==> src/rtl/hero_motion_ctrl.sv <==
// hero_motion_ctrl: runner-game hero vertical motion (jump, gravity, fast-fall, duck, landing)
// Ports: clk_5ms 200 Hz game tick; reset sync active-high; enable=0 freezes all state;
//        jump/down button levels; y_hero hero top row; showmode run-animation frame select;
//        ducking/airborne registered state flags; landed one-cycle touchdown pulse.
// Option: define HERO_DOUBLE_JUMP_EN to accept one extra jump while airborne.
module hero_motion_ctrl #(
    parameter int Y_W      = 32,
    parameter int VEL_W    = 8,
    parameter int Y_GROUND = 448,
    parameter int V0       = 8,
    parameter int GRAVITY  = 1,
    parameter int GRAV_DIV = 4,
    parameter int ANIM_DIV = 20
) (
    input  logic           clk_5ms,
    input  logic           reset,
    input  logic           enable,
    input  logic           jump,
    input  logic           down,
    output logic [Y_W-1:0] y_hero,
    output logic           showmode,
    output logic           ducking,
    output logic           airborne,
    output logic           landed
);
    localparam int GW  = $clog2(GRAV_DIV + 1);
    localparam int AW  = $clog2(ANIM_DIV + 1);
    localparam int VW1 = VEL_W + 1;
    localparam int YX  = Y_W + 1 - VEL_W;
    typedef enum logic [1:0] {GROUND, DUCK, RISE, FALL} state_t;
    state_t state, state_n;
    logic [VEL_W-1:0] vel, vel_n, vel_upd;
    logic [VEL_W:0]   vel_w, dec;
    logic [Y_W:0]     y_w;
    logic [Y_W-1:0]   y_n, y_step;
    logic [GW-1:0]    grav_cnt, grav_n;
    logic [AW-1:0]    anim_cnt, anim_n;
    logic jump_q, jump_rise, grav_hit, anim_hit, touch, show_n, landed_n;
`ifdef HERO_DOUBLE_JUMP_EN
    logic jumps_used, jumps_n;
`endif
    assign jump_rise = jump & ~jump_q;
    assign grav_hit  = grav_cnt == GW'(GRAV_DIV - 1);
    assign anim_hit  = anim_cnt == AW'(ANIM_DIV - 1);
    // Velocity math one bit wider so an underflow past the most negative value can saturate.
    assign dec     = down ? VW1'(2 * GRAVITY) : grav_hit ? VW1'(GRAVITY) : '0;
    assign vel_w   = {vel[VEL_W-1], vel} - dec;
    assign vel_upd = (vel_w[VEL_W] & ~vel_w[VEL_W-1]) ? {1'b1, {(VEL_W-1){1'b0}}} : vel_w[VEL_W-1:0];
    // Position math one bit wider (signed) so rising past row 0 clamps instead of wrapping.
    assign y_w    = {1'b0, y_hero} - {{YX{vel[VEL_W-1]}}, vel};
    assign y_step = y_w[Y_W] ? '0 : y_w[Y_W-1:0];
    assign touch  = ~y_w[Y_W] & (y_w[Y_W-1:0] >= Y_W'(Y_GROUND));
    always_comb begin
        state_n  = state;
        y_n      = y_hero;
        vel_n    = vel;
        grav_n   = grav_cnt;
        landed_n = 1'b0;
`ifdef HERO_DOUBLE_JUMP_EN
        jumps_n  = jumps_used;
`endif
        if (state == GROUND || state == DUCK) begin
            if (jump_rise) begin
                state_n = RISE;
                vel_n   = VEL_W'(V0);
                grav_n  = '0;
            end else
                state_n = down ? DUCK : GROUND;
        end else begin
            y_n    = y_step;
            vel_n  = vel_upd;
            grav_n = (down || grav_hit) ? '0 : grav_cnt + 1'b1;
            if (state == RISE && (vel_upd[VEL_W-1] || vel_upd == '0))
                state_n = FALL;
            if (state == FALL && touch) begin
                y_n      = Y_W'(Y_GROUND);
                vel_n    = '0;
                grav_n   = '0;
                landed_n = 1'b1;
                state_n  = down ? DUCK : GROUND;
`ifdef HERO_DOUBLE_JUMP_EN
                jumps_n  = 1'b0;
            end else if (jump_rise && !jumps_used) begin
                vel_n    = VEL_W'(V0);
                grav_n   = '0;
                state_n  = RISE;
                jumps_n  = 1'b1;
`endif
            end
        end
        // Animation follows the next state so showmode is already 0 in the first off-ground cycle.
        show_n = (state_n == GROUND) && (anim_hit ? ~showmode : showmode);
        anim_n = (state_n != GROUND || anim_hit) ? '0 : anim_cnt + 1'b1;
    end
    always_ff @(posedge clk_5ms) begin
        if (reset) begin
            state    <= GROUND;
            y_hero   <= Y_W'(Y_GROUND);
            vel      <= '0;
            grav_cnt <= '0;
            anim_cnt <= '0;
            showmode <= 1'b0;
            ducking  <= 1'b0;
            airborne <= 1'b0;
            landed   <= 1'b0;
            jump_q   <= 1'b0;
`ifdef HERO_DOUBLE_JUMP_EN
            jumps_used <= 1'b0;
`endif
        end else if (enable) begin
            state    <= state_n;
            y_hero   <= y_n;
            vel      <= vel_n;
            grav_cnt <= grav_n;
            anim_cnt <= anim_n;
            showmode <= show_n;
            ducking  <= state_n == DUCK;
            airborne <= state_n == RISE || state_n == FALL;
            landed   <= landed_n;
            jump_q   <= jump;
`ifdef HERO_DOUBLE_JUMP_EN
            jumps_used <= jumps_n;
`endif
        end else
            landed <= 1'b0;
    end
endmodule

==> config.mk <==
export PLATFORM = sky130hd
export DESIGN_NAME = hero_motion_ctrl
export DESIGN_NICKNAME = d
export VERILOG_FILES = /design/src/rtl/hero_motion_ctrl.sv
export SDC_FILE = /design/constraint.sdc
export NUM_CORES = 1
export LEC_CHECK = 0
export BUFFER_PORTS_ARGS = -buffer_cell sky130_fd_sc_hd__buf_2
export CAP_MARGIN = 10
export CELL_PAD_IN_SITES_DETAIL_PLACEMENT = 0
export CELL_PAD_IN_SITES_GLOBAL_PLACEMENT = 1
export CORE_UTILIZATION = 40
export DETAILED_ROUTE_END_ITERATION = 10
export GPL_TIMING_DRIVEN = 0
export PLACE_DENSITY_LB_ADDON = 0.25
export SLEW_MARGIN = 20
export SYNTH_ARGS = -nofsm -noshare
export SYNTH_HDL_FRONTEND = slang
export SYNTH_SLANG_ARGS = --single-unit
==> constraint.sdc <==
create_clock -name clk_5ms -period 5.6 [get_ports clk_5ms]
set_input_delay 0.28 -clock clk_5ms [delete_from_list [all_inputs] [get_ports clk_5ms]]
set_output_delay 0.28 -clock clk_5ms [all_outputs]
set_load 0.02 [all_outputs]
* Yosys cells after proc, flatten, opt, wreduce, memory -nomap -nowiden
Cells that the tools add are included.
Cells by class: $add $sub $neg 4, order comparisons 1, bitwise operators 9, reductions and logical operators 15, multiplexer cells 20, equality and inequality tests 9
Operators with widths (number):
- 2-to-1 mux 32 bit | 2
- subtractor 32 x 33 -> 33 bit | 1
- greater-or-equal comparator 32 x 9 -> 1 bit (second input constant) | 1
- 2-to-1 mux 8 bit | 4
- 2-to-1 mux 3 bit | 4
- 2-to-1 mux 2 bit | 5
- subtractor 8 x 3 -> 9 bit | 1
- equality test 2 bit (second input constant) | 4
- logical NOT 8 bit | 1
- NOT 1 bit | 6
- adder 5 x 1 -> 5 bit (second input constant) | 1
- equality test 5 bit (second input constant) | 1
- logical OR 1 bit | 5
- 2-to-1 mux 5 bit | 1
- equality test 2 x 1 -> 1 bit (second input constant) | 2
- logical NOT 2 bit | 2
- 2-to-1 mux 1 bit | 4
- AND reduction 2 bit | 2
- adder 3 x 1 -> 3 bit (second input constant) | 1
- bitwise AND 1 bit | 3
- equality test 3 x 2 -> 1 bit (second input constant) | 1
- logical AND 1 bit | 3
- OR reduction 3 bit | 1
- inequality test 2 bit (second input constant) | 1
- nonzero test 2 bit | 1
Storage, ports and cells: word-level logic and storage cells 68, input bits 5, register bits after elaboration 55

* Depth between registers and ports, before layout
Gate-level depths: netlist of the first run.
depth in word-level cells 16, depth in mapped cells 15, gate-level depth less buffers 15

* Worst setup path after synthesis of the first run
No wires, ideal clock.
path kind flip-flop to flip-flop, from register vel[7], to register y_hero[2], arrival time 4104 ps, path slack 1435 ps, data required time 5539 ps, cell stages (with the launch flop) 15, cell sequence dfxtp_1 -> inv_1 -> ha_1 -> buf_6 -> a21oi_4 -> o211ai_1 -> a221o_1 -> o21bai_1 -> xor2_1 -> or4_1 -> or4_4 -> o31ai_4 -> and3_1 -> buf_4 -> a32o_1
Between the ends: longest elaborated chain between the ends 5
Ends and longest elaborated chain:
- from (decl) | line 32 | logic [VEL_W-1:0] vel, vel_n, vel_upd;
- from (signal assigned) | line 113 | vel <= vel_n;
- subtractor 32 x 33 -> 33 bit (*) | line 50 | assign y_w = {1'b0, y_hero} - {{YX{vel[VEL_W-1]}}, vel};
- greater-or-equal comparator 32 x 9 -> 1 bit / NOT 1 bit (equally long branches) | line 52 | assign touch = ~y_w[Y_W] & (y_w[Y_W-1:0] >= Y_W'(Y_GROUND));
- bitwise AND 1 bit | line 52
- logical AND 1 bit | line 75 | if (state == FALL && touch) begin
- 2-to-1 mux 32 bit (*) | line 75
- to (signal assigned) | line 98 | y_hero <= Y_W'(Y_GROUND);
- to (signal assigned) | line 112 | y_hero <= y_n;
- to (decl) | line 20 | output logic [Y_W-1:0] y_hero,
Mark *: on every way between the ends. The rest lies on a longest branch, timed or not. A chain may end at the register's enable or synchronous reset.

* Worst setup path after layout of the first run
from register vel[7], to register y_hero[14]
Same word-level chain as after synthesis.

==> out/results.txt, run 1 <==
Top Metal Used - met4
Setup WS pre-CTS - 0.405 ns
Total routed wirelength - 13.4 mm
Latest clock arrival within the worst-skew pair - 0.31 ns
Count of nets after finishing - 681
CTS tree - yes
Number of enable-type register cells in the synthesized netlist - 0
WL per Instance - 17.2 µm
Maximum frequency from static timing analysis - 196 MHz
Number of global-route vias before repair - 4280
Result of the run - complete, no violations
Width of the chip - 108 µm
Global-route usage over all layers - 23.9%
Flip-flop and latch count after synthesis - 55
# Max-Cap Violations - 0
Final routed DRC violation total - 0
Register area share after synthesis - 24.4%
Die Outline Area - 11700 µm²
Max H-tree Level - 2
Worst slew slack as a fraction of its limit - 40.2%
Starting density of the core - 41.3%
Post-layout power - 0.00176 W
Critical-path maximum fanout - 16
Number of hold violations in the final report - 0
Number of buffers on the longest clock path - 2
Vias per cell - 5.86
Post-synth ARST share - 0%
Largest area contributor in the netlist - sky130_fd_sc_hd__dfxtp_1
Pwr per Cell Area - 347 nW/µm²
Top_reg_cell synth - sky130_fd_sc_hd__dfxtp_1
IO Count - 41
Internal power of the cells - 0.000965 W
Num CTS Buffers - 5
Worst hold path class - in2reg
Total net switching power - 0.000791 W
Post-synthesis area per instance - 7.65 µm²
DR WL met3 - 458 µm
Number of vias after detailed routing - 4554
Worst voltage drop across the vdd grid - 0.000172 V
Area of the mapped netlist - 4510 µm²
Period Utilization, post-route - 91.2%
# port buffers - 39
Clock tree root buffer cell - sky130_fd_sc_hd__clkbuf_16
Vertical extent of the die - 108 µm
Biggest area contributors in the synthesized netlist - sky130_fd_sc_hd__dfxtp_1 24%, sky130_fd_sc_hd__ha_1 10%, sky130_fd_sc_hd__nand2_1 5.7%
Post-synthesis instance total - 590
Share of layout cells above drive strength 1 - 12.7%
Half-perimeter wire length after detailed placement - 10.3 mm
Fin util - 46.2%
Detailed Routing Iterations Pass 1 - 7
Proportion of power drawn by the clock network - 21.0%
Fin Clk Skew - 0.00426 ns
Proportion of total power due to net switching - 45.0%
Antenna Nets Post-Route - 0
Synth warnings - 0
Sequential Power Share - 24.5%
Setup_tns - 0 ns
Arrival time at the worst endpoint - 5.35 ns
Worst-margin pin slew - 0.897 ns
Combinational fraction of design power - 54.6%
Global placement routability congestion - 0.894
Critical path class - reg2reg
Tmin final - 5.11 ns
Routed met1 length - 6.60 mm
Kind of start point of the critical path - register
Setup repair after global routing missed its margin - no
Antenna diode count - 0
Buffers inserted during post-CTS setup optimization - 0
Total global routing overflow - 0
Smallest setup slack after layout - 0.491 ns
DRC violation total after the first TritonRoute iteration - 252
Max-slew violations - 0
Largest net degree at the start of global routing - 32
Layout Area Growth over Synthesis - 12.0%
Post-Syn Nets - 634
Antenna violations before repair - 0
Setup-violating endpoint count in the final report - 0
Endpoint class of the critical path - register
Share of Yosys cell area claimed by the top area cell type - 24.4%
Clock sink total - 55
Core footprint - 10900 µm²
Post-synthesis cell type count - 72
Wire length of the first global-routing pass - 21.6 mm
Number of cell rows - 38
Wire length on met2 - 6.10 mm
Clock edge transition at the registers on the reported setup and hold paths - 0.07 ns
Crit path required time - 5.84 ns
Leakage power figure - 2.21 nW
state kept, by name, indices dropped and copies added, names as in the netlist:
name,flops
y_hero,32
state,2
anim_cnt,5
airborne,1
landed,1
grav_cnt,3
ducking,1
vel,8
jump_q,1
showmode,1
layout make-up:
| cell class | instances | area (µm²) |
|---|---|---|
| Fill cell | 1157 | 5880 |
| Multi-Input combinational cell | 488 | 3210 |
| Sequential cell | 55 | 1100 |
| Timing Repair Buffer | 39 | 195 |
| Tap cell | 140 | 175 |
| Clock buffer | 5 | 125 |
| Buffer | 22 | 109 |
| Inverter | 25 | 97.6 |
| Clock inverter | 2 | 37.5 |
| Timing Repair inverter | 1 | 5.00 |
synth_stat cells, types with 6 or more instances:
| master | instances |
|---|---|
| sky130_fd_sc_hd__nand2_1 | 69 |
| sky130_fd_sc_hd__and3_1 | 6 |
| sky130_fd_sc_hd__or2_2 | 6 |
| sky130_fd_sc_hd__inv_1 | 25 |
| sky130_fd_sc_hd__o21a_1 | 6 |
| sky130_fd_sc_hd__a21o_1 | 10 |
| sky130_fd_sc_hd__xor2_1 | 11 |
| sky130_fd_sc_hd__dfxtp_1 | 55 |
| sky130_fd_sc_hd__ha_1 | 37 |
| sky130_fd_sc_hd__nor2_1 | 48 |
| sky130_fd_sc_hd__o21ai_2 | 10 |
| sky130_fd_sc_hd__clkbuf_1 | 15 |
| sky130_fd_sc_hd__nand3_1 | 12 |
| sky130_fd_sc_hd__or3_1 | 6 |
| sky130_fd_sc_hd__nand4_1 | 13 |
| sky130_fd_sc_hd__a22o_1 | 6 |
| sky130_fd_sc_hd__nand2b_1 | 13 |
| sky130_fd_sc_hd__o21ai_0 | 40 |
| sky130_fd_sc_hd__nor2b_1 | 7 |
| sky130_fd_sc_hd__a21oi_1 | 49 |
| sky130_fd_sc_hd__o211ai_1 | 9 |
| sky130_fd_sc_hd__xnor2_1 | 7 |
| sky130_fd_sc_hd__a31oi_1 | 9 |
| sky130_fd_sc_hd__nor4_1 | 8 |
| sky130_fd_sc_hd__nor3_1 | 17 |
path summary, 6_finish.rpt:
| check | start | to | slack [ns] | cells past startpoint |
|---|---|---|---|---|
| setup reg to reg | vel[7] | y_hero[14] | 0.49 | 14 |
| hold reg to reg | grav_cnt[1] | grav_cnt[1] | 0.46 | 2 |
| setup / recovery | vel[7] | y_hero[14] | 0.49 | 14 |
| hold / removal | jump | jump_q | 0.26 | 3 |
metrics by stage:
step	std cells	hold WS, ns	area, µm²
6_report	777	0.257	5060
5_1_grt	777	0.273	5060
4_1_cts	776	0.245	5050
3_5_place_dp	769	0.442	4880
3_3_place_gp	769	0.435	4880
2_1_floorplan	590	0.381	4510
cell usage in the layout (no fill, tap or decap), types with 9 or more instances in the layout:
master	synthesis	layout
sky130_fd_sc_hd__inv_1	25	24
sky130_fd_sc_hd__a21o_1	10	10
sky130_fd_sc_hd__nor3_1	17	17
sky130_fd_sc_hd__nand4_1	13	13
sky130_fd_sc_hd__xor2_1	11	11
sky130_fd_sc_hd__nor2_1	48	48
sky130_fd_sc_hd__nand3_1	12	12
sky130_fd_sc_hd__a31oi_1	9	9
sky130_fd_sc_hd__nand2b_1	13	13
sky130_fd_sc_hd__o21ai_0	40	40
sky130_fd_sc_hd__ha_1	37	37
sky130_fd_sc_hd__clkbuf_1	15	15
sky130_fd_sc_hd__dfxtp_1	55	55
sky130_fd_sc_hd__a21oi_1	49	49
sky130_fd_sc_hd__o211ai_1	9	9
sky130_fd_sc_hd__o21ai_2	10	10
sky130_fd_sc_hd__buf_2	3	42
sky130_fd_sc_hd__nand2_1	69	69
timing repair:
item | CTS | global route
gates resized for setup | 0 | 1
hold buffers | 0 | 0
hold endpoints to repair | 0 | 0
setup endpoints to repair | 0 | 53
kinds of logic after synthesis:
logic type / synth area share (%)
AOI/OAI and AO/OA: 30.6
xor gates and xnor gates: 3.49
adders and majority gates: 11.1
buffers and inverters: 4.49
DFF: 24.4
muxes: 1.14
and+or+nand+nor: 24.8
critical path: stages, from the launching register on:
cell                         delay [ns]
sky130_fd_sc_hd__dfxtp_1           0.50
sky130_fd_sc_hd__clkinvlp_4        0.43
sky130_fd_sc_hd__ha_1              0.42
sky130_fd_sc_hd__clkbuf_1          0.26
sky130_fd_sc_hd__nand4_1           0.17
sky130_fd_sc_hd__nor4_1            0.66
sky130_fd_sc_hd__inv_1             0.10
sky130_fd_sc_hd__o21bai_1          0.17
sky130_fd_sc_hd__xor2_1            0.13
sky130_fd_sc_hd__or4_1             0.54
sky130_fd_sc_hd__or4_4             0.53
sky130_fd_sc_hd__o31ai_4           0.43
sky130_fd_sc_hd__nand3_2           0.28
sky130_fd_sc_hd__buf_6             0.26
sky130_fd_sc_hd__o21ai_2           0.13
power groups by stage:
stage | Combinational (W) | Sequential (W) | Clock [W]
5_1_grt | 0.00105 | 0.000432 | 0.000394
3_5_place_dp | 0.000937 | 0.000438 | 0
6_report | 0.000958 | 0.000430 | 0.000368
4_1_cts | 0.000943 | 0.000429 | 0.000381
3_3_place_gp | 0.000933 | 0.000437 | 0
2_1_floorplan | 0.000685 | 0.000454 | 0
per-layer routing:
metal	vias up	GRT usage (%)
li1	2307	-
met1	2136	32.8
met2	94	38.8
met3	17	3.80
met4	0	6.16
met5	-	0
No activity file was read; power rests on OpenSTA's default activity.
==> inputs of run 2 (changes only) <==
clock period = 6.5 ns   (was 5.6 ns; I/O delays follow)
==> run 2 against run 1 <==
  * First-iteration DRC count decreased by 0.40%
  * Worst hold slack better by 0.045 ns
  * Sequential share of layout area barely moved
  * Utilization down 0.080 points
  * Cell count decreased by 0.13%
  * Global-route usage unchanged
  * Cell area is 0.17% lower
  * Count of clock-buffer cells in the layout unchanged
  * Non-clock buffer count unchanged
  * Combinational power fell by 14%
  * Largest cell class unchanged
  * Highest routed layer unchanged
==> out/results.txt, run 2 (synthesis results as in run 1) <==
Result of the run - complete, no violations
Pwr per Cell Area - 299 nW/µm²
Latest clock arrival within the worst-skew pair - 0.31 ns
Tightest hold margin - 0.302 ns
Share of layout cells above drive strength 1 - 12.4%
Clock tree root buffer cell - sky130_fd_sc_hd__clkbuf_16
Critical path class - reg2reg
Worst voltage drop across the vdd grid - 0.000147 V
Count of nets after finishing - 680
Maximum frequency from static timing analysis - 176 MHz
Num CTS Buffers - 5
Number of global-route vias before repair - 4280
Fin util - 46.2%
Fin Clk Skew - 0.00409 ns
Max-slew violations - 0
Largest regs - y_hero (32), vel (8), anim_cnt (5)
Arrival time at the worst endpoint - 5.92 ns
CP delay by family, top - simple AND/OR/NAND/NOR gates
Tmin final - 5.68 ns
Crit path max-delay cell type - sky130_fd_sc_hd__clkinv_1
Critical-path maximum fanout - 31
Antenna Nets Post-Route - 0
Number of buffers on the longest clock path - 2
Core footprint - 10900 µm²
Setup-violating endpoint count in the final report - 0
Largest net degree at the start of global routing - 32
Die Outline Area - 11700 µm²
Number of vias after detailed routing - 4551
Leading cell types in the layout, fill and taps excluded - 69 x sky130_fd_sc_hd__nand2_1, 55 x sky130_fd_sc_hd__dfxtp_1, 49 x sky130_fd_sc_hd__a21oi_1
WL per Instance - 17.1 µm
Most common cell after layout, fill and taps aside - sky130_fd_sc_hd__nand2_1
CTS tree - yes
Wire length of the first global-routing pass - 21.6 mm
Endpoint class of the critical path - register
Crit path required time - 6.74 ns
Global-route usage over all layers - 23.9%
Setup_tns - 0 ns
PostCTS Resize Cnt - 0
Register-to-Register Setup Slack - 0.82 ns
Series of cell instances along the critical path - clkinv_1 -> ha_1 -> clkbuf_1 -> nand4_1 -> nor4_1 -> inv_1 -> o21bai_1 -> xor2_1 -> or4_1 -> or4_4 -> o31ai_4 -> nand3_2 -> buf_6 -> o21ai_2
Clock edge transition at the registers on the reported setup and hold paths - 0.07 ns
# Max-Cap Violations - 0
Clock sink total - 55
Layout Area Growth over Synthesis - 11.8%
Multi-input combinational cell area - 3210 µm²
Worst hold path class - in2reg
Antenna diode count - 0
Total routed wirelength - 13.3 mm
Setup repair after global routing missed its margin - no
Number of hold violations in the final report - 0
Worst-margin pin slew - 1.07 ns
Delay of the slowest cell on the worst path - 0.86 ns
IO Count - 41
Detailed Routing Iterations Pass 1 - 7
Register area - 1100 µm²
Antenna violations before repair - 0
Width of the chip - 108 µm
Register bank with the most flops - y_hero
Worst slew slack as a fraction of its limit - 28.1%
Global placement routability congestion - 0.894
Buffers inserted during post-CTS setup optimization - 0
Total global routing overflow - 0
Number of flip-flops under the largest register name - 32
Vias per cell - 5.86
Buf/Inv on CP - 4
Max H-tree Level - 2
Post-CTS Hold Fix Bufs - 0
Number of cell rows - 38
Period Utilization, post-route - 87.3%
Fill cell instance count of the final layout - 1155
# port buffers - 39
Starting density of the core - 41.3%
DRC violation total after the first TritonRoute iteration - 251
Final routed DRC violation total - 0
Post-layout power - 0.00151 W
Vertical extent of the die - 108 µm
Leakage power figure - 2.21 nW
Half-perimeter wire length after detailed placement - 10.3 mm
Kind of start point of the critical path - register
-- run 2: cell count changes in the layout (fill, tap and decap cells not counted) --
| cell | delta |
|---|---|
| sky130_fd_sc_hd__clkinv_1 | +1 |
| sky130_fd_sc_hd__clkinvlp_2 | -1 |
| sky130_fd_sc_hd__clkinvlp_4 | -1 |
-- run 2: worst paths after layout --
path / cells after the start / endpoint / from
max: 14 / y_hero[14] / vel[7]
min: 3 / jump_q / jump
max reg2reg: 14 / y_hero[14] / vel[7]
min reg2reg: 2 / grav_cnt[1] / grav_cnt[1]
-- run 2: area by class of cell --
| type | count | area share (%) |
|---|---|---|
| multi-input cells | 488 | 63.6 |
| inverters | 25 | 1.86 |
| well taps | 140 | 3.47 |
| clock inverters | 2 | 0.744 |
| repair buffers | 39 | 3.87 |
| clock buffers | 5 | 2.48 |
| plain buffers | 22 | 2.16 |
| flip-flops and latches | 55 | 21.8 |
-- run 2: metrics by stage --
stage | instance area (µm²) | cells | setup WS, ns
floorplan | 4510 | 590 | 2.33
global placement | 4880 | 769 | 1.32
detailed placement | 4880 | 769 | 1.31
CTS | 5050 | 776 | 1.29
global route | 5050 | 776 | 0.440
finish | 5050 | 776 | 0.824
-- run 2: report_power, final --
part           internal [W]  switching (W)  leakage, nW  total, W
sequential         0.000355      0.0000150        0.445  0.000370
combinational      0.000296       0.000527         1.69  0.000823
clock              0.000180       0.000138       0.0759  0.000319
total              0.000831       0.000680         2.21   0.00151
-- run 2: layer usage --
metal	global-route usage [%]	vias up	share of wire (%)
met4	6.16	0	1.5
met5	0	-	0
met3	3.80	17	3.8
li1	-	2311	-
met1	32.8	2134	49
met2	38.8	89	45
-- run 2: tightest hold or removal path, cell delays in order --
cell and delay [ns]:
sky130_fd_sc_hd__buf_2 0.10, sky130_fd_sc_hd__nand2_1 0.07, sky130_fd_sc_hd__a21oi_1 0.06
